**src/rtl/param_reorder_buffer.sv**
```systemverilog
// Circular reorder buffer: in-order allocate, out-of-order writeback over several ports,
// in-order single commit per cycle with mispredict and external flush recovery.
module param_reorder_buffer #(
    parameter int unsigned DEPTH       = 16,
    parameter int unsigned IDX_W       = 4,
    parameter int unsigned WB_PORTS    = 4,
    parameter int unsigned FULL_MARGIN = 3
) (
    input  logic                     clk,
    input  logic                     rst,
    input  logic                     rdy,
    input  logic                     alloc_valid,
    input  logic [4:0]               alloc_dest,
    input  logic [1:0]               alloc_kind,
    output logic                     alloc_ready,
    output logic [IDX_W-1:0]         alloc_tag,
    input  logic [WB_PORTS-1:0]      wb_valid,
    input  logic [WB_PORTS*IDX_W-1:0] wb_tag,
    input  logic [WB_PORTS*32-1:0]   wb_value,
    input  logic [WB_PORTS-1:0]      wb_mispredict,
    input  logic                     flush_in,
    output logic                     commit_valid,
    output logic [IDX_W-1:0]         commit_tag,
    output logic [4:0]               commit_dest,
    output logic [31:0]              commit_value,
    output logic [1:0]               commit_kind,
    output logic                     commit_mispredict,
    output logic [IDX_W:0]           rob_count,
    output logic                     rob_empty
);

    localparam logic [IDX_W+1:0] ReadyLimit = (IDX_W+2)'(DEPTH - FULL_MARGIN);

    logic [DEPTH-1:0] valid_q, valid_d;
    logic [DEPTH-1:0] done_q, done_d;
    logic [DEPTH-1:0] mispred_q, mispred_d;
    logic [4:0]       dest_q  [DEPTH];
    logic [4:0]       dest_d  [DEPTH];
    logic [1:0]       kind_q  [DEPTH];
    logic [1:0]       kind_d  [DEPTH];
    logic [31:0]      value_q [DEPTH];
    logic [31:0]      value_d [DEPTH];

    logic [IDX_W-1:0] head_q, head_d;
    logic [IDX_W-1:0] tail_q, tail_d;
    logic [IDX_W:0]   count_q, count_d;

    logic             cvalid_q, cvalid_d;
    logic [IDX_W-1:0] ctag_q, ctag_d;
    logic [4:0]       cdest_q, cdest_d;
    logic [31:0]      cvalue_q, cvalue_d;
    logic [1:0]       ckind_q, ckind_d;
    logic             cmisp_q, cmisp_d;

    logic             do_alloc;
    logic             do_commit;
    logic [IDX_W-1:0] wtag;

    assign alloc_ready = {1'b0, count_q} < ReadyLimit;
    assign alloc_tag   = tail_q;
    assign rob_count   = count_q;
    assign rob_empty   = (count_q == '0);

    assign commit_valid      = cvalid_q;
    assign commit_tag        = ctag_q;
    assign commit_dest       = cdest_q;
    assign commit_value      = cvalue_q;
    assign commit_kind       = ckind_q;
    assign commit_mispredict = cmisp_q;

    always_comb begin
        valid_d   = valid_q;
        done_d    = done_q;
        mispred_d = mispred_q;
        dest_d    = dest_q;
        kind_d    = kind_q;
        value_d   = value_q;
        head_d    = head_q;
        tail_d    = tail_q;
        count_d   = count_q;
        cvalid_d  = cvalid_q;
        ctag_d    = ctag_q;
        cdest_d   = cdest_q;
        cvalue_d  = cvalue_q;
        ckind_d   = ckind_q;
        cmisp_d   = cmisp_q;
        wtag      = '0;
        do_alloc  = alloc_valid && alloc_ready;
        // done is sampled before this edge's writeback, so there is no wb-to-commit bypass
        do_commit = (count_q != '0) && valid_q[head_q] && done_q[head_q];

        if (rdy) begin
            cvalid_d = 1'b0;
            if (flush_in) begin
                valid_d = '0;
                head_d  = '0;
                tail_d  = '0;
                count_d = '0;
            end else begin
                // Descending order so the lowest-numbered port is applied last and wins
                for (int p = int'(WB_PORTS) - 1; p >= 0; p--) begin
                    wtag = wb_tag[p*IDX_W +: IDX_W];
                    if (wb_valid[p] && valid_q[wtag]) begin
                        done_d[wtag]    = 1'b1;
                        value_d[wtag]   = wb_value[p*32 +: 32];
                        mispred_d[wtag] = wb_mispredict[p];
                    end
                end

                if (do_commit) begin
                    cvalid_d        = 1'b1;
                    ctag_d          = head_q;
                    cdest_d         = dest_q[head_q];
                    cvalue_d        = value_q[head_q];
                    ckind_d         = kind_q[head_q];
                    cmisp_d         = mispred_q[head_q];
                    valid_d[head_q] = 1'b0;
                    head_d          = head_q + 1'b1;
                end

                if (do_commit && mispred_q[head_q]) begin
                    valid_d = '0;
                    head_d  = '0;
                    tail_d  = '0;
                    count_d = '0;
                end else begin
                    if (do_alloc) begin
                        valid_d[tail_q]   = 1'b1;
                        done_d[tail_q]    = 1'b0;
                        mispred_d[tail_q] = 1'b0;
                        dest_d[tail_q]    = alloc_dest;
                        kind_d[tail_q]    = alloc_kind;
                        tail_d            = tail_q + 1'b1;
                    end
                    count_d = count_q + (IDX_W+1)'(do_alloc) - (IDX_W+1)'(do_commit);
                end
            end
        end
    end

    always_ff @(posedge clk) begin
        if (rst) begin
            valid_q   <= '0;
            done_q    <= '0;
            mispred_q <= '0;
            head_q    <= '0;
            tail_q    <= '0;
            count_q   <= '0;
            cvalid_q  <= 1'b0;
            ctag_q    <= '0;
            cdest_q   <= '0;
            cvalue_q  <= '0;
            ckind_q   <= '0;
            cmisp_q   <= 1'b0;
        end else begin
            valid_q   <= valid_d;
            done_q    <= done_d;
            mispred_q <= mispred_d;
            head_q    <= head_d;
            tail_q    <= tail_d;
            count_q   <= count_d;
            cvalid_q  <= cvalid_d;
            ctag_q    <= ctag_d;
            cdest_q   <= cdest_d;
            cvalue_q  <= cvalue_d;
            ckind_q   <= ckind_d;
            cmisp_q   <= cmisp_d;
        end
    end

    // Payload storage is qualified by valid, so it needs no reset
    always_ff @(posedge clk) begin
        dest_q  <= dest_d;
        kind_q  <= kind_d;
        value_q <= value_d;
    end

endmodule

```
**config.mk**
```make
export PLATFORM = sky130hd
export DESIGN_NAME = param_reorder_buffer
export DESIGN_NICKNAME = d
export VERILOG_FILES = /design/src/rtl/param_reorder_buffer.sv
export SDC_FILE = /design/constraint.sdc
export NUM_CORES = 2
export LEC_CHECK = 0
export BUFFER_PORTS_ARGS = -buffer_cell sky130_fd_sc_hd__clkbuf_2
export CAP_MARGIN = 20
export CORE_ASPECT_RATIO = 1.4
export CORE_MARGIN = 8
export CORE_UTILIZATION = 40
export DETAILED_ROUTE_END_ITERATION = 12
export HOLD_SLACK_MARGIN = 0.03
export PLACE_DENSITY_LB_ADDON = 0.15
export REMOVE_ABC_BUFFERS = 1
export SYNTH_ARGS = -nofsm -noshare
export SYNTH_HDL_FRONTEND = slang
export SYNTH_SLANG_ARGS = --single-unit
```
**constraint.sdc**
```tcl
create_clock -name clk -period 33.3 [get_ports clk]
set_clock_uncertainty 0.1 [all_clocks]
set_input_delay 1.665 -clock clk [delete_from_list [all_inputs] [get_ports clk]]
set_output_delay 1.665 -clock clk [all_outputs]
set_load 0.1 [all_outputs]
```
[After elaboration in Yosys (flattened, before gate mapping)]
Cells that the tools add are included.
Storage, ports and cells
  latch bits: 0
  bits in registers: 730
  output and inout port bits: 56
  input bits: 164
  memories kept: 0
  logic and storage cells: 245
  ROM bits: 0
  bits in writable memories: 0
Operators by class
  multiplexer cells: 111
  shift operators: 0
  bitwise gates (word level): 18
  $add $sub $neg: 4
  div/mod/pow operators: 0
  $mul: 0
  reductions and logical operators: 28
  $lt $le $gt $ge: 24
  equal/unequal tests: 0
Operator list (count)
  $mux 512: 10
  $bwmux 512: 4
  $mux 16: 34
  $demux 32 s4: 4
  $mux 32: 6
  $bmux 32 s4: 1
  $bwmux 80: 1
  $or 16x16->16: 5
  $bwmux 16: 4
  $and 16x16->16: 3
  $bwmux 32: 1
  $not 16->16: 2
  $ge 5x5->1 const B: 6
  $lt 4x5->1 const B: 6
  $not 4->5: 6
  $bmux 1 s4: 7
  $lt 5x1->1 const B: 5
  $mux 5: 5
  $demux 1 s4: 6
  $ge 4x1->1 const B: 6
  $mux 4: 6
  $bmux 5 s4: 1
  $demux 5 s4: 1
  $logic_and 1x1->1: 19
  15 further kinds: 36

[Depth between registers and ports, before layout]
  depth in word-level cells: 23
  gate-level depth with buffers: 17
  gate-level depth less buffers: 16

[Worst setup path after synthesis]
OpenSTA, ideal clock, no wires.
  path type: in2reg
  start point: input port rdy
  end point: register count_q[0] (netlist: rob_count[0])
  buffers on the path: 3
  stages: 7
  data arrival time: 17.806 ns
  library setup time: 0.114 ns
  data required time: 33.086 ns
  slack: 15.279 ns
  cells stage by stage: clkbuf_1 > nand2b_1 > inv_1 > clkbuf_1 > clkbuf_1 > a32oi_1 > nor2_1
RTL lines
  start: declaration: line 11  | input logic rdy,
  end signal: assignment: line 161  | count_q <= count_d;
  end: declaration: line 46  | logic [IDX_W:0] count_q, count_d;

[Worst setup path after layout]
  start point: register head_q[0]
  end point: register count_q[4] (netlist: rob_count[4])
Between the ends
  cells in the longest elaborated chain, start to end: 7
  elaborated cells between the ends (all ways): 12
  those cells by class: 1 x add/sub; 8 x mux; 3 x reduce/logical
RTL lines
  start: declaration: line 44  | logic [IDX_W-1:0] head_q, head_d;
  start signal: assignment: line 146  | head_q <= '0;
  start signal: assignment: line 159  | head_q <= head_d;
  $bmux 1 s4: line 90  | do_commit = (count_q != '0) && valid_q[head_q] && done_q[head_q];
  $mux 1 (implied by the code): line 90
  $logic_and 1x1->1 (2 in a row): line 90
  $sub 5x1->5 / $logic_and 1x1->1 (equally long branches): line 135, 121
  $mux 5 (*): line 121  | if (do_commit && mispred_q[head_q]) begin
  $mux 5 (*): line 94  | if (flush_in) begin
Every way passes the cells marked *; elsewhere a longest branch is shown, timed or not. The select of a mux whose other input is x is not followed.
A chain may end at the register's enable or synchronous reset.

==> results.md <==
* Via count at 44.0k
* Slowest stage delay, CP at around 0.98 ns
* Share of total power in combinational logic at under 10%
* Area grow syn2layout at 8.62%
* CTS resizes at 0
* Core Rows at approximately 150
* #FFs+latches synth at 730
* Async SR Flop Fraction at 0%
* Total of max-cap violations at 0
* Initial DRC count at about 5.7k
* Clock power frac at approximately 45%
* Initial antenna violation count at 16
* Max clock buf depth at 3
* Port bufs at between 200 and 250
* CTS sink cnt at 730
* Slowest cell on the critical path: buf_4
* DR pass1 iterations at 5
* Mapped Cells at around 5.2k
* Slew Viols, Final at 0
* P_leak at 20.3 nW
* Crit-path max FO at 43
* Most used cell, CP: inv_1
* Final Cell Area at ~54,000 um^2
* Slew HR at around 15%
* P per Cell Area at between 40 and 50 nW/um^2
* Depth of the CTS H-tree at 3
* DR vias/cell at 6.67
* TNS Setup at 0 ns
* Largest net degree at the start of global routing at 154
* Reg power frac at about 48%
* Fin util at 43.8%
* Commonest non-fill, non-tap cell in the layout: nand2_1
* Dominant synthesized flop cell: edfxtp_1
* CP Cell Sequence: buf_4, buf_4, inv_1, mux2i_1, mux2i_2, and2_1, ha_1, inv_1, ha_1, inv_1, fa_1, inv_1, a21oi_1, o21bai_1, xor2_1, a32oi_1, nor2_1
* CTS Buf Count at between 80 and 90
* Internal power at between 1.5 and 2 mW
* First-pass GRT wire length at around 300,000 um
* Status: finished clean
* DP Area at ~51,000 um^2
* Syn Area/Cell at between 9 and 10 um^2
* GRT Overall Usage at around 30%
* IO Count at 220
* Switching fraction of total power at about a quarter
* Final number of setup-violating endpoints at 0
* Area of the mapped netlist at between 40,000 and 50,000 um^2
* Sw Pwr at between 500 and 600 uW
* Die Wd at ~310 um
* RSZ-0062 raised after global routing: no
* Crit. End Element: flip-flop
* Clock Latency Late Sink at about 0.73 ns
* Met2 Usage GRT at about 47%
* GRT met1 Usage at a little under two fifths
* Fmax at around 170 MHz
* Post-synth EDFFs at 624
* Congestion Overflow GR at 0
* Register area share after synthesis at between 40% and 50%
* Most used routing layer: met2
* CTS root buf: clkbuf_16
* Yosys synthesis warning count at 0
* Post-CTS Hold Buffers at 0
* Commonest cells after routing, fill and taps aside: 791 x nand2_1, 624 x edfxtp_1, 453 x a21oi_1, 402 x nor2_1, 379 x a211oi_1
* Worst slew pin tran at 1.28 ns
* Layout Nets at ~5.1k
* Required time worst endpoint at approximately 34 ns
* Met3 Usage GRT at 6.59%
* Post-CTS setup buffers at 0
* Vias in the first global route at between 40k and 50k
* CTS tree: yes
* Antenna-violating nets left at 0
* Routability Congestion at slightly below 0.9
* Worst min path class: flip-flop to flip-flop
* Final hold violation count at 0
* Routed WL at 210,000 um
* Crit path time final at roughly 5.8 ns
* Remaining DRCs at 0
* CTS clk-pin slew, worst paths at approximately 0.060 ns
* HPWL after DPL at between 100,000 and 150,000 um
* Share of cells above drive strength 1 at 14.6%
* Critical path type: flip-flop to flip-flop
* Wirelength per Cell at 31.9 um
* CP Launch Type: flip-flop
* Die Y-Extent at 432 um
* Initial Util at 40.3%
* DIE AREA at about 140,000 um^2
* Arrival @ worst endpoint at between 6 and 7 ns
* Unique masters post-synth at slightly below 70
* Core area at between 100,000 and 150,000 um^2
* Max VDD drop at 0.0457 mV
* Crit share post-route at between 10% and 20%
power by group through the flow:
stage	sequential, mW	combinational [mW]	clock, mW
2_1_floorplan	1.06	0.0756	0
3_3_place_gp	1.05	0.159	0
3_5_place_dp	1.05	0.161	0
4_1_cts	1.03	0.162	0.982
5_1_grt	1.03	0.175	1.01
6_report	1.03	0.164	0.972
critical path: cells and delay by family (launching register included):
| family | cells | cell delay [ns] |
|---|---|---|
| buf+inv | 6 | 2.44 |
| compound gates | 3 | 0.41 |
| simple gates | 2 | 0.34 |
| xor+xnor | 1 | 0.09 |
| fa+ha+maj | 3 | 0.82 |
| mux | 2 | 0.77 |
| flops | 1 | 0.58 |
Yosys cell counts (all sizes together), types with 44 or more instances:
cell | count | area, um^2
o22ai | 158 | 988
nand2 | 798 | 3000
a211oi | 379 | 2850
edfxtp | 624 | 18700
dfxtp | 106 | 2120
a21o | 167 | 1250
a311oi | 156 | 1370
o21ai | 353 | 1770
mux4 | 209 | 4710
mux2i | 373 | 3740
nand3 | 44 | 225
nor2 | 402 | 1510
buf | 210 | 907
a21oi | 453 | 2270
clkbuf | 506 | 1900
layer usage:
layer	vias up	wire length, um
met5	-	22
met3	680	21100
met1	21541	78600
met4	4	13800
li1	18982	-
met2	2752	96300
path summary, 6_finish.rpt:
kind                  startpoint        endpoint  slack, ns  depth (start not counted)
hold reg to reg   commit_dest[0]  commit_dest[0]       0.35                          2
setup reg to reg       head_q[0]    rob_count[4]      27.53                         17
setup / recovery       head_q[0]    rob_count[4]      27.53                         17
hold / removal    commit_dest[0]  commit_dest[0]       0.35                          2
flip-flops by register name, summed over array words and instances, names as in the netlist:
name	count
value_q	512
mispred_q	16
done_q	16
valid_q	16
commit_mispredict	1
commit_valid	1
commit_tag	4
commit_value	32
dest_q	80
head_q	4
commit_dest	5
alloc_tag	4
kind_q	32
commit_kind	2
rob_count	5
stage by stage:
| stage | worst slack, ns | instances | power, mW | hold WS, ns |
|---|---|---|---|---|
| after detailed placement | 27.51 | 6412 | 1.21 | 0.347 |
| after CTS | 27.49 | 6571 | 2.18 | 0.355 |
| after floorplan | 15.65 | 4493 | 1.14 | 0.339 |
| after global routing | 27.06 | 6581 | 2.22 | 0.376 |
| after global placement | 27.56 | 6408 | 1.21 | 0.341 |
| final | 27.53 | 6587 | 2.17 | 0.353 |
final cells by class:
| class | instances | area (um^2) |
|---|---|---|
| multi-input cells | 3737 | 26100 |
| clock inverters | 50 | 484 |
| flip-flops and latches | 730 | 20900 |
| diodes | 14 | 35.0 |
| well taps | 1617 | 2020 |
| repair buffers | 304 | 1830 |
| inverters | 26 | 105 |
| clock buffers | 109 | 2280 |
| fillers | 11666 | 69000 |
cell families after synthesis:
family / count (synthesis) / share of synthesized area [%]
buffers and inverters: 742 / 5.88
multiplexers: 590 / 17.3
AO/OA/AOI/OAI: 1738 / 22.6
XOR/XNOR: 6 / 0.106
flip-flops: 730 / 42.2
AND/OR/NAND/NOR: 1385 / 11.5
adder cells (fa/ha/maj): 18 / 0.471
Note: power is estimated with default switching activity, not from simulation.
